`config.mk`:
```
export PLATFORM = sky130hd
export DESIGN_NAME = nibble_collector
export DESIGN_NICKNAME = d
export VERILOG_FILES = /design/src/rtl/nibble_pkg.sv /design/src/rtl/nibble_collector_cap_counter.sv /design/src/rtl/nibble_collector.sv
export SDC_FILE = /design/constraint.sdc
export NUM_CORES = 1
export LEC_CHECK = 0
export ABC_AREA = 1
export CAP_MARGIN = 40
export CORE_UTILIZATION = 40
export DETAILED_ROUTE_END_ITERATION = 10
export PLACE_DENSITY_LB_ADDON = 0.25
export REMOVE_ABC_BUFFERS = 1
export SYNTH_ARGS = -nofsm -noshare
export SYNTH_HDL_FRONTEND = slang
export SYNTH_SLANG_ARGS = --single-unit
```
`constraint.sdc`:
```
create_clock -name clk -period 1.8 [get_ports clk]
set_clock_uncertainty 0.1 [all_clocks]
set_input_delay 0.18 -clock clk [delete_from_list [all_inputs] [get_ports clk]]
set_output_delay 0.18 -clock clk [all_outputs]
set_load 0.01 [all_outputs]
```
`src/rtl/nibble_pkg.sv`:
```
// Shared types and defaults for the nibble collector and its upstream shift-register stage.
package nibble_pkg;

   localparam int unsigned NIB_W_DEF = 4;
   localparam int unsigned DEPTH_DEF = 4;

   typedef enum logic [1:0] {
      ST_IDLE    = 2'd0,
      ST_LOAD    = 2'd1,
      ST_CAPTURE = 2'd2,
      ST_HOLD    = 2'd3
   } state_e;

   // Counter width for a given depth; at least one bit so DEPTH=1 still has a counter.
   function automatic int unsigned cnt_width(input int unsigned depth);
      return (depth > 1) ? $clog2(depth) : 1;
   endfunction

endpackage

```
`src/rtl/nibble_collector_cap_counter.sv`:
```
// Capture counter: sync clear, enable, saturates at LAST and flags it.
module cap_counter #(
   parameter int unsigned WIDTH = 2,
   parameter int unsigned LAST  = 3
) (
   input  logic             clk,
   input  logic             reset,
   input  logic             clr_i,
   input  logic             en_i,
   output logic [WIDTH-1:0] count_o,
   output logic             term_c
);

   logic [WIDTH-1:0] cnt_q;
   logic [WIDTH-1:0] cnt_d;

   assign term_c  = (cnt_q == WIDTH'(LAST));
   assign count_o = cnt_q;

   // Next count: clear wins, otherwise count up and stop at the terminal value.
   always_comb begin
      cnt_d = cnt_q;
      if (clr_i) begin
         cnt_d = '0;
      end else if (en_i && !term_c) begin
         cnt_d = cnt_q + WIDTH'(1);
      end
   end

   // Count register.
   always_ff @(posedge clk or negedge reset) begin
      if (!reset) begin
         cnt_q <= '0;
      end else begin
         cnt_q <= cnt_d;
      end
   end

endmodule

```
`src/rtl/nibble_collector.sv`:
```
// Collects DEPTH nibbles from an upstream shift register into one word and
// offers it on a valid/ready handshake.
module nibble_collector
   import nibble_pkg::*;
#(
   parameter int unsigned NIB_W = NIB_W_DEF,
   parameter int unsigned DEPTH = DEPTH_DEF
) (
   input  logic                   clk,
   input  logic                   reset,
   input  logic                   start,
   input  logic [NIB_W-1:0]       ser_in,
   output logic                   load,
   output logic [NIB_W*DEPTH-1:0] word,
   output logic                   valid,
   input  logic                   ready,
   output logic                   busy
);

   localparam int unsigned CNT_W  = cnt_width(DEPTH);
   localparam int unsigned WORD_W = NIB_W * DEPTH;

   state_e              state_q;
   state_e              state_d;
   logic                load_q;
   logic                load_d;
   logic                valid_q;
   logic                valid_d;
   logic                busy_q;
   logic                busy_d;
   logic [WORD_W-1:0]   word_q;
   logic [WORD_W-1:0]   word_d;
   logic                cnt_clr;
   logic                cnt_en;
   logic [CNT_W-1:0]    cnt;
   logic                cnt_last_c;

   // Nibble position counter for the CAPTURE phase.
   cap_counter #(
      .WIDTH (CNT_W),
      .LAST  (DEPTH - 1)
   ) u_cap_counter (
      .clk     (clk),
      .reset   (reset),
      .clr_i   (cnt_clr),
      .en_i    (cnt_en),
      .count_o (cnt),
      .term_c  (cnt_last_c)
   );

   // State register.
   always_ff @(posedge clk or negedge reset) begin
      if (!reset) begin
         state_q <= ST_IDLE;
      end else begin
         state_q <= state_d;
      end
   end

   // Next-state logic; start is only looked at in IDLE and on the handshake cycle.
   always_comb begin
      state_d = state_q;
      unique case (state_q)
         ST_IDLE: begin
            if (start) state_d = ST_LOAD;
         end
         ST_LOAD: begin
            state_d = ST_CAPTURE;
         end
         ST_CAPTURE: begin
            if (cnt_last_c) state_d = ST_HOLD;
         end
         ST_HOLD: begin
            if (ready) state_d = start ? ST_LOAD : ST_IDLE;
         end
         default: begin
            state_d = ST_IDLE;
         end
      endcase
   end

   // Output and datapath next values; Moore outputs are decoded from the next state
   // so the registered copies line up with the state they belong to.
   always_comb begin
      load_d  = (state_d == ST_LOAD);
      valid_d = (state_d == ST_HOLD);
      busy_d  = (state_d != ST_IDLE);
      cnt_clr = (state_q == ST_LOAD);
      cnt_en  = (state_q == ST_CAPTURE);
      word_d  = word_q;
      if (state_q == ST_CAPTURE) begin
         for (int unsigned k = 0; k < DEPTH; k++) begin
            if (cnt == CNT_W'(k)) begin
               word_d[k*NIB_W +: NIB_W] = ser_in;
            end
         end
      end
   end

   // Output and word registers.
   always_ff @(posedge clk or negedge reset) begin
      if (!reset) begin
         load_q  <= 1'b0;
         valid_q <= 1'b0;
         busy_q  <= 1'b0;
         word_q  <= '0;
      end else begin
         load_q  <= load_d;
         valid_q <= valid_d;
         busy_q  <= busy_d;
         word_q  <= word_d;
      end
   end

   assign load  = load_q;
   assign valid = valid_q;
   assign busy  = busy_q;
   assign word  = word_q;

endmodule

```
### Yosys cells after proc, flatten, opt, wreduce, memory -nomap -nowiden

Cells that the tools add are included.

| storage, ports and cells | value |
|---|---|
| register bits after elaboration | 23 |

| cells by class | value |
|---|---|
| add/subtract/negate cells | 1 |
| eq/ne operators | 8 |
| muxes and demuxes | 7 |
| reduce and logical (&&, ||, !) cells | 10 |

Operators with widths:

| operator | number |
|---|---|
| == test 2 bit (second input constant) | 5 |
| 2-to-1 mux 2 bit | 5 |
| case mux 2 bit (4 select lines) | 1 |
| AND reduction 2 bit | 4 |
| == test 2 x 1 -> 1 bit (second input constant) | 3 |
| zero test 2 bit | 2 |
| nonzero test 2 bit | 2 |
| adder 2 x 1 -> 2 bit (second input constant) | 1 |
| logical AND 1 bit | 1 |
| zero test 1 bit | 1 |
| 2-to-1 mux 1 bit | 1 |

### Depth between registers and ports, before layout

Gate-level depths: netlist (run 1).

| logic depth | value |
|---|---|
| depth in word-level cells | 5 |
| gate-level depth with buffers | 7 |
| depth with buffers taken out | 6 |

### By module

Synthesis (run 1) repeated with hierarchy kept, for this count alone.

| second synthesis, totals | value |
|---|---|
| cells, all modules | 113 |
| area, all modules | 1063.5 µm² |

By module, submodules not included:

| module | instances | cells an instance | area each (µm²) |
|---|---|---|---|
| nibble_collector | 1 | 100 | 957.2 |
| cap_counter | 1 | 13 | 106.4 |

### Least setup slack after synthesis (run 1)

OpenSTA, ideal clock, no wires.

| path | value |
|---|---|
| path type | reg-to-reg |
| from | register u_cap_counter.cnt_q[0], in the netlist u_cap_counter.count_o[0] |
| to | register busy_q, in the netlist busy |
| setup time | 0.129 ns |
| data arrival time | 0.889 ns |
| path slack | 0.682 ns |
| cell stages (with the launch flop) | 5 |
| buffers on the path | 1 |
| path through | dfrtp_1 ha_1 nand2_4 buf_6 nand3_1 |

| on the way | value |
|---|---|
| cells in the longest elaborated chain, start to end | 4 |

Ends and longest elaborated chain:

| element | line | text |
|---|---|---|
| from (decl) | nibble_collector_cap_counter.sv:14 | `logic [WIDTH-1:0] cnt_q;` |
| from (signal assigned) | nibble_collector_cap_counter.sv:35 | `cnt_q <= cnt_d;` |
| == test 2 bit | nibble_collector_cap_counter.sv:17 | `assign term_c = (cnt_q == WIDTH'(LAST));` |
| 2-to-1 mux 2 bit | nibble_collector.sv:71 | `if (cnt_last_c) state_d = ST_HOLD;` |
| case mux 2 bit (4 select lines) | nibble_collector.sv:63 | `unique case (state_q)` |
| nonzero test 2 bit | nibble_collector.sv:87 | `busy_d = (state_d != ST_IDLE);` |
| net busy_d | nibble_collector.sv:30 | `logic busy_d;` |
| to (signal assigned) | nibble_collector.sv:110 | `busy_q <= busy_d;` |
| to (decl) | nibble_collector.sv:29 | `logic busy_q;` |

The timed path passes the listed nets, and every way through them passes these cells.
A chain may end at the register's enable or synchronous reset.

### Final worst setup path (run 1)

| path | value |
|---|---|
| from | register word_q[0], in the netlist word[0] |
| to | output port word[0] |

RTL lines:

| element | line | text |
|---|---|---|
| from (decl) | nibble_collector.sv:31 | `logic [WORD_W-1:0] word_q;` |
| from (signal assigned) | nibble_collector.sv:111 | `word_q <= word_d;` |
| to (decl) | nibble_collector.sv:14 | `output logic [NIB_W*DEPTH-1:0] word,` |

No word-level cell between the ends.

==> flow_summary.ini, run 1 <==
[critical_path]
rrSetupSlack_ps = 570
worst_setup_path_start_kind = flip-flop
path_class = flip-flop to output pin
worst_path_largest_cell_delay_ps = 540
crit_chain = clkdlybuf4s50_1
r2r_start = u_cap_counter.count_o[0]$_DFFE_PN0P_
cp.depth = 1
crit_end = word[0]
path_max_fanout = 2
crit_arrival_ps = 1210
r2r_end = u_cap_counter.count_o[1]$_DFFE_PN0P_
end_kind = output pin
critPathSlowestCell = clkdlybuf4s50_1
cp_num_buf_inv = 1
cp_top_family = buffers and inverters
worstSetupStartpoint = word[0]$_DFFE_PN0P_
required_ps = 1520
r2r_cells = 3

[clock_tree]
post_cts_buffers = 0
path_clk_slew_ps = 110
cts_resized = 0
htreeDepth = 1
cts-root-buf = clkbuf_4
clockBufferDepth = 2
cts_tree = built
hold_buffers = 0
clock-sinks = 23
cts_buffers = 3
insertion_delay_ps = 300

[floorplan]
dieWidth_um = 50.9
ioPinCount = 27
rows = 17
die_y_um = 50.9
start_util_pct = 42.8
core-area_um2 = 2230
die_area_um2 = 2590

[routing]
first_iter_violations = 12
avgViaCountPerCell = 4.68
drtPass1Iterations = 4
drtAntennaViolNets = 0
wire_per_inst_um = 11.4
vias = 711
routed_wl_um = 1740
drc = 0

[job]
drv_cap = 0

[place]
postPlaceCellArea_um2 = 1250
place_worst_setup_slack_ps = 530
io_buffers = 26
place_hpwl_um = 1310
gp_congestion = 0.722

[min_path]
hp-class = input pin to asynchronous set/reset pin

[sta]
max_freq_mhz = 670
worstMarginPinSlew_ps = 285
post-route-period-util_pct = 82.9
finalCriticalPeriod_ps = 1490
setup_ws_ps = 307
hold_viol_final = 0
relSlewSlack_pct = 81.0
fin_setup_tns_ps = 0
setup_viol = 0
drv_slew = 0
rsz0062_at_grt = no

[global_routing]
grt_pass1_vias = 686
grt_pass1_wl_um = 2970
grt_use_total_pct = 16.1
grt_overflow = 0
antenna_found_initial = 0
grt_max_degree = 24

[final_layout]
diodes = 0
fin_nets = 137
stdcell_area_um2 = 1270
fillers = 195
drive_above_1_share_pct = 12.1
areaGrowthSynthToFinish_pct = 33.2
multi_input_area_um2 = 315
seqCellArea_um2 = 576

[yosys]
syn_area_um2 = 956
yosys.area.top_type = dfrtp_1
synth_edf_count = 0
async_flop_share_pct = 100
synth.ff_latch_count = 23
synth-warning-count = 0
synth.area.top_cells = dfrtp_1, nand2_1, o21ai_0, ha_1, inv_1
netlist_instances = 94
synth_top_area_share_pct = 60.2
synth_area_per_cell_um2 = 10.2
synth_cell_types = 17
synth_ff_type = dfrtp_1
ys_seq_area_share_pct = 60.2
yosys-top-cells-count = dfrtp_1, nand2_1, o21ai_0

[power]
switching_share_pct = 37.1
leakagePower_nw = 0.629
clockPowerShare_pct = 10.1
p_total_mw = 2.25
power.sequential.fraction_pct = 40.1
intPower_mw = 1.41
switching_power_uw = 836
combPwrFrac_pct = 49.7
vdd_drop_max_mv = 1.01
p_per_area_nw_per_um2 = 1770

[run_status]
status = complete, no violations
[per-layer routing]
| metal | track usage [%] | wire (um) | vias to the layer above |
|---|---|---|---|
| li1 | - | - | 356 |
| met1 | 19.7 | 768 | 334 |
| met2 | 26.7 | 878 | 17 |
| met3 | 2.68 | 61 | 4 |
| met4 | 9.72 | 31 | 0 |
| met5 | 0 | 0 | - |
[power by group through the flow]
stage	registers (mW)	logic [mW]	clock network, mW
2_1_floorplan	1.01	0.490	0
3_3_place_gp	0.911	1.09	0
3_5_place_dp	0.917	1.14	0
4_1_cts	0.906	1.14	0.240
5_1_grt	0.933	1.26	0.262
6_report	0.903	1.12	0.228
[worst min path at each step]
stage	slack, ps	endpoint
after floorplan	-220	busy$_DFF_PN0_
after global placement	360	word[6]$_DFFE_PN0P_
after detailed placement	370	word[5]$_DFFE_PN0P_
after CTS	120	word[2]$_DFFE_PN0P_
after global routing	140	word[2]$_DFFE_PN0P_
final	110	word[2]$_DFFE_PN0P_
[cell families after synthesis]
group	synth area share [%]
AOI/OAI and AO/OA	11.6
buffers and inverters	6.81
and+or+nand+nor	16.1
DFF	60.2
adders and majority gates	5.24
[placed cells by master (no fill, tap or decap), drive strengths merged]
cell            n
clkdlybuf4s50  26
clkbuf          4
nand2          28
nand4           1
ha              4
inv            13
a21oi           1
nor2            2
nand3           2
buf             1
dfrtp          23
o21ai          19
[registers in the layout, summed over array words and instances (netlist names)]
name / cells
load: 1
word: 16
busy: 1
state_q: 2
u_cap_counter.count_o: 2
valid: 1
[through the flow]
| stage | hold WS [ps] | util, % | cells |
|---|---|---|---|
| finish | 114 | 57.0 | 152 |
| detailed placement | 373 | 55.9 | 148 |
| CTS | 121 | 57.0 | 152 |
| floorplan | -216 | - | 93 |
| global route | 143 | 57.0 | 152 |
| global placement | 365 | 55.9 | 148 |
[final cells by class]
cell class	instances	share of cell area [%]
timing repair buffer	27	21.0
inverter	13	4.22
clock buffer	4	2.06
multi-input combinational	57	24.8
tap	28	2.75
sequential	23	45.2
No activity file was read; power rests on OpenSTA's default activity.
==> inputs of run 2 (changes only) <==
==> constraint.sdc (replaced) <==
create_clock -name clk -period 1.2 [get_ports clk]
set_clock_uncertainty 0.1 [all_clocks]
set_input_delay 0.12 -clock clk [delete_from_list [all_inputs] [get_ports clk]]
set_output_delay 0.12 -clock clk [all_outputs]
set_load 0.01 [all_outputs]
==> run 2 against run 1 <==
Net effect: via count up 5.1%; critical path depth is 5 higher; flip-flop and latch count did not move; largest power group unchanged; highest routed layer unchanged.
==> flow_summary.ini, run 2 (synthesized netlist as in run 1, its figures left out) <==
[floorplan]
start_util_pct = 42.8
die_y_um = 50.9
rows = 17
die_area_um2 = 2590
core-area_um2 = 2230
ioPinCount = 27
dieWidth_um = 50.9

[critical_path]
worst_setup_path_start_kind = flip-flop
path_max_fanout = 8
path_class = flip-flop to flip-flop
worst_path_largest_cell_delay_ps = 430
critPathSlowestCell = dfrtp_1
end_kind = flip-flop
crit_chain = inv_2 -> nand2_4 -> inv_6 -> nand2_2 -> nand2_1 -> o21ai_0
required_ps = 1290
crit_arrival_ps = 1260

[final_layout]
postLayoutCoreUtil_pct = 60.3
stdcell_area_um2 = 1350
diodes = 0
drive_above_1_share_pct = 25.9
fin_cells = 163
fin_nets = 148
largest_reg_flops = 16
areaGrowthSynthToFinish_pct = 40.8
final_cell_mix = nand2_1, dfrtp_1, o21ai_0, clkdlybuf4s15_1, buf_4

[place]
postPlaceCellArea_um2 = 1260
place_worst_setup_slack_ps = -33.7
gp_congestion = 0.719
placedCellCount = 148
place_hpwl_um = 1310
io_buffers = 26

[clock_tree]
htreeDepth = 1
cts_buffers = 3
path_clk_slew_ps = 120
hold_buffers = 0
insertion_delay_ps = 300
cts_tree = built
clock-sinks = 23
cts-root-buf = clkbuf_4
clockBufferDepth = 2

[global_routing]
grt_use_total_pct = 16.0
grt_pass1_vias = 695
grt_overflow = 0
grt_max_degree = 24
antenna_found_initial = 0
grt_pass1_wl_um = 3000

[power]
switching_share_pct = 38.3
clockPowerShare_pct = 10.0
power.sequential.fraction_pct = 38.9
p_total_mw = 3.49
combPwrFrac_pct = 51.1
intPower_mw = 2.15
leakagePower_nw = 0.704
vdd_drop_max_mv = 1.49
switching_power_mw = 1.34
p_per_area_nw_per_um2 = 2590

[sta]
finalCriticalPeriod_ps = 1160
setup_ws_ps = 37.6
setup_viol = 0
relSlewSlack_pct = 89.3
rsz0062_at_grt = yes
hold_viol_final = 0
drv_slew = 0
post-route-period-util_pct = 96.9
max_freq_mhz = 860
worstMarginPinSlew_ps = 160

[routing]
drtPass1Iterations = 4
avgViaCountPerCell = 4.58
drtAntennaViolNets = 0
wire_per_inst_um = 11.3
drc = 0
vias = 747
routed_wl_um = 1840
first_iter_violations = 9

[job]
drv_cap = 0

[min_path]
hp-class = input pin to asynchronous set/reset pin

[run_status]
status = complete, no violations
## run 2: changes by cell type in the layout (fill, tap and decap cells not counted), sizes merged
cell,before,now
buf,1,12
clkdlybuf4s50,26,7
clkbuf,4,10
clkdlybuf4s15,0,13
## run 2: per-layer routing
layer	global-route usage, %	routed length, um	up-vias
li1	-	-	378
met5	0	0	-
met1	19.4	843	356
met3	2.68	45	2
met2	27.3	937	11
met4	8.33	17	0
## run 2: critical path, delay by kind of cell (launching register included)
kind | cells | cell delay [ps]
buffers and inverters | 2 | 170
AND/OR/NAND/NOR | 3 | 270
AO/OA/AOI/OAI | 1 | 70
flip-flops | 1 | 430
## run 2: final timing paths
path	slack, ps	cells past startpoint	from	to
hold reg to reg	400	2	word[9]$_DFFE_PN0P_	word[9]$_DFFE_PN0P_
hold / removal	50	2	reset	word[2]$_DFFE_PN0P_
max in group asynchronous	810	2	reset	word[7]$_DFFE_PN0P_
setup reg to reg	40	6	state_q[0]$_DFF_PN0_	word[8]$_DFFE_PN0P_
min in group clk	300	3	start	load$_DFF_PN0_
setup / recovery	40	6	state_q[0]$_DFF_PN0_	word[8]$_DFFE_PN0P_
## run 2: layout make-up
| class | count | area [um2] |
|---|---|---|
| Inverter | 13 | 53.8 |
| Timing Repair Buffer | 38 | 333 |
| Fill cell | 200 | 887 |
| Multi-Input combinational cell | 57 | 323 |
| Sequential cell | 23 | 576 |
| Tap cell | 28 | 35.0 |
| Clock buffer | 4 | 26.3 |
## run 2: timing repair
item / 4_1_cts / 5_1_grt
resized for setup: 40 / 10
endpoints found under the setup margin: 29 / 26
buffers inserted: 5 / 6
pin swaps: 1 / 1
## run 2: power by group through the flow
stage	clock network (mW)	registers [mW]	logic, mW
6_report	0.350	1.36	1.78
5_1_grt	0.398	1.40	1.99
4_1_cts	0.361	1.36	1.70
3_5_place_dp	0	1.38	1.70
3_3_place_gp	0	1.36	1.65
2_1_floorplan	0	1.51	0.735
## run 2: stage by stage
stage	TNS (ps)	hold WS [ps]
after floorplan	0	-276
final	0	46.8
after detailed placement	-66.6	372
after global placement	0	367
after CTS	0	49.6
after global routing	-353	42.0
==> inputs of run 3 (changes only) <==
--- a/config.mk
+++ b/config.mk
@@ -11,6 +11,7 @@
 export DETAILED_ROUTE_END_ITERATION = 10
 export PLACE_DENSITY_LB_ADDON = 0.25
 export REMOVE_ABC_BUFFERS = 1
+export SLEW_MARGIN = 20
 export SYNTH_ARGS = -nofsm -noshare
 export SYNTH_HDL_FRONTEND = slang
 export SYNTH_SLANG_ARGS = --single-unit
==> results of run 3 <==
The final DEF is identical to that of run 2; final timing and power are the same.
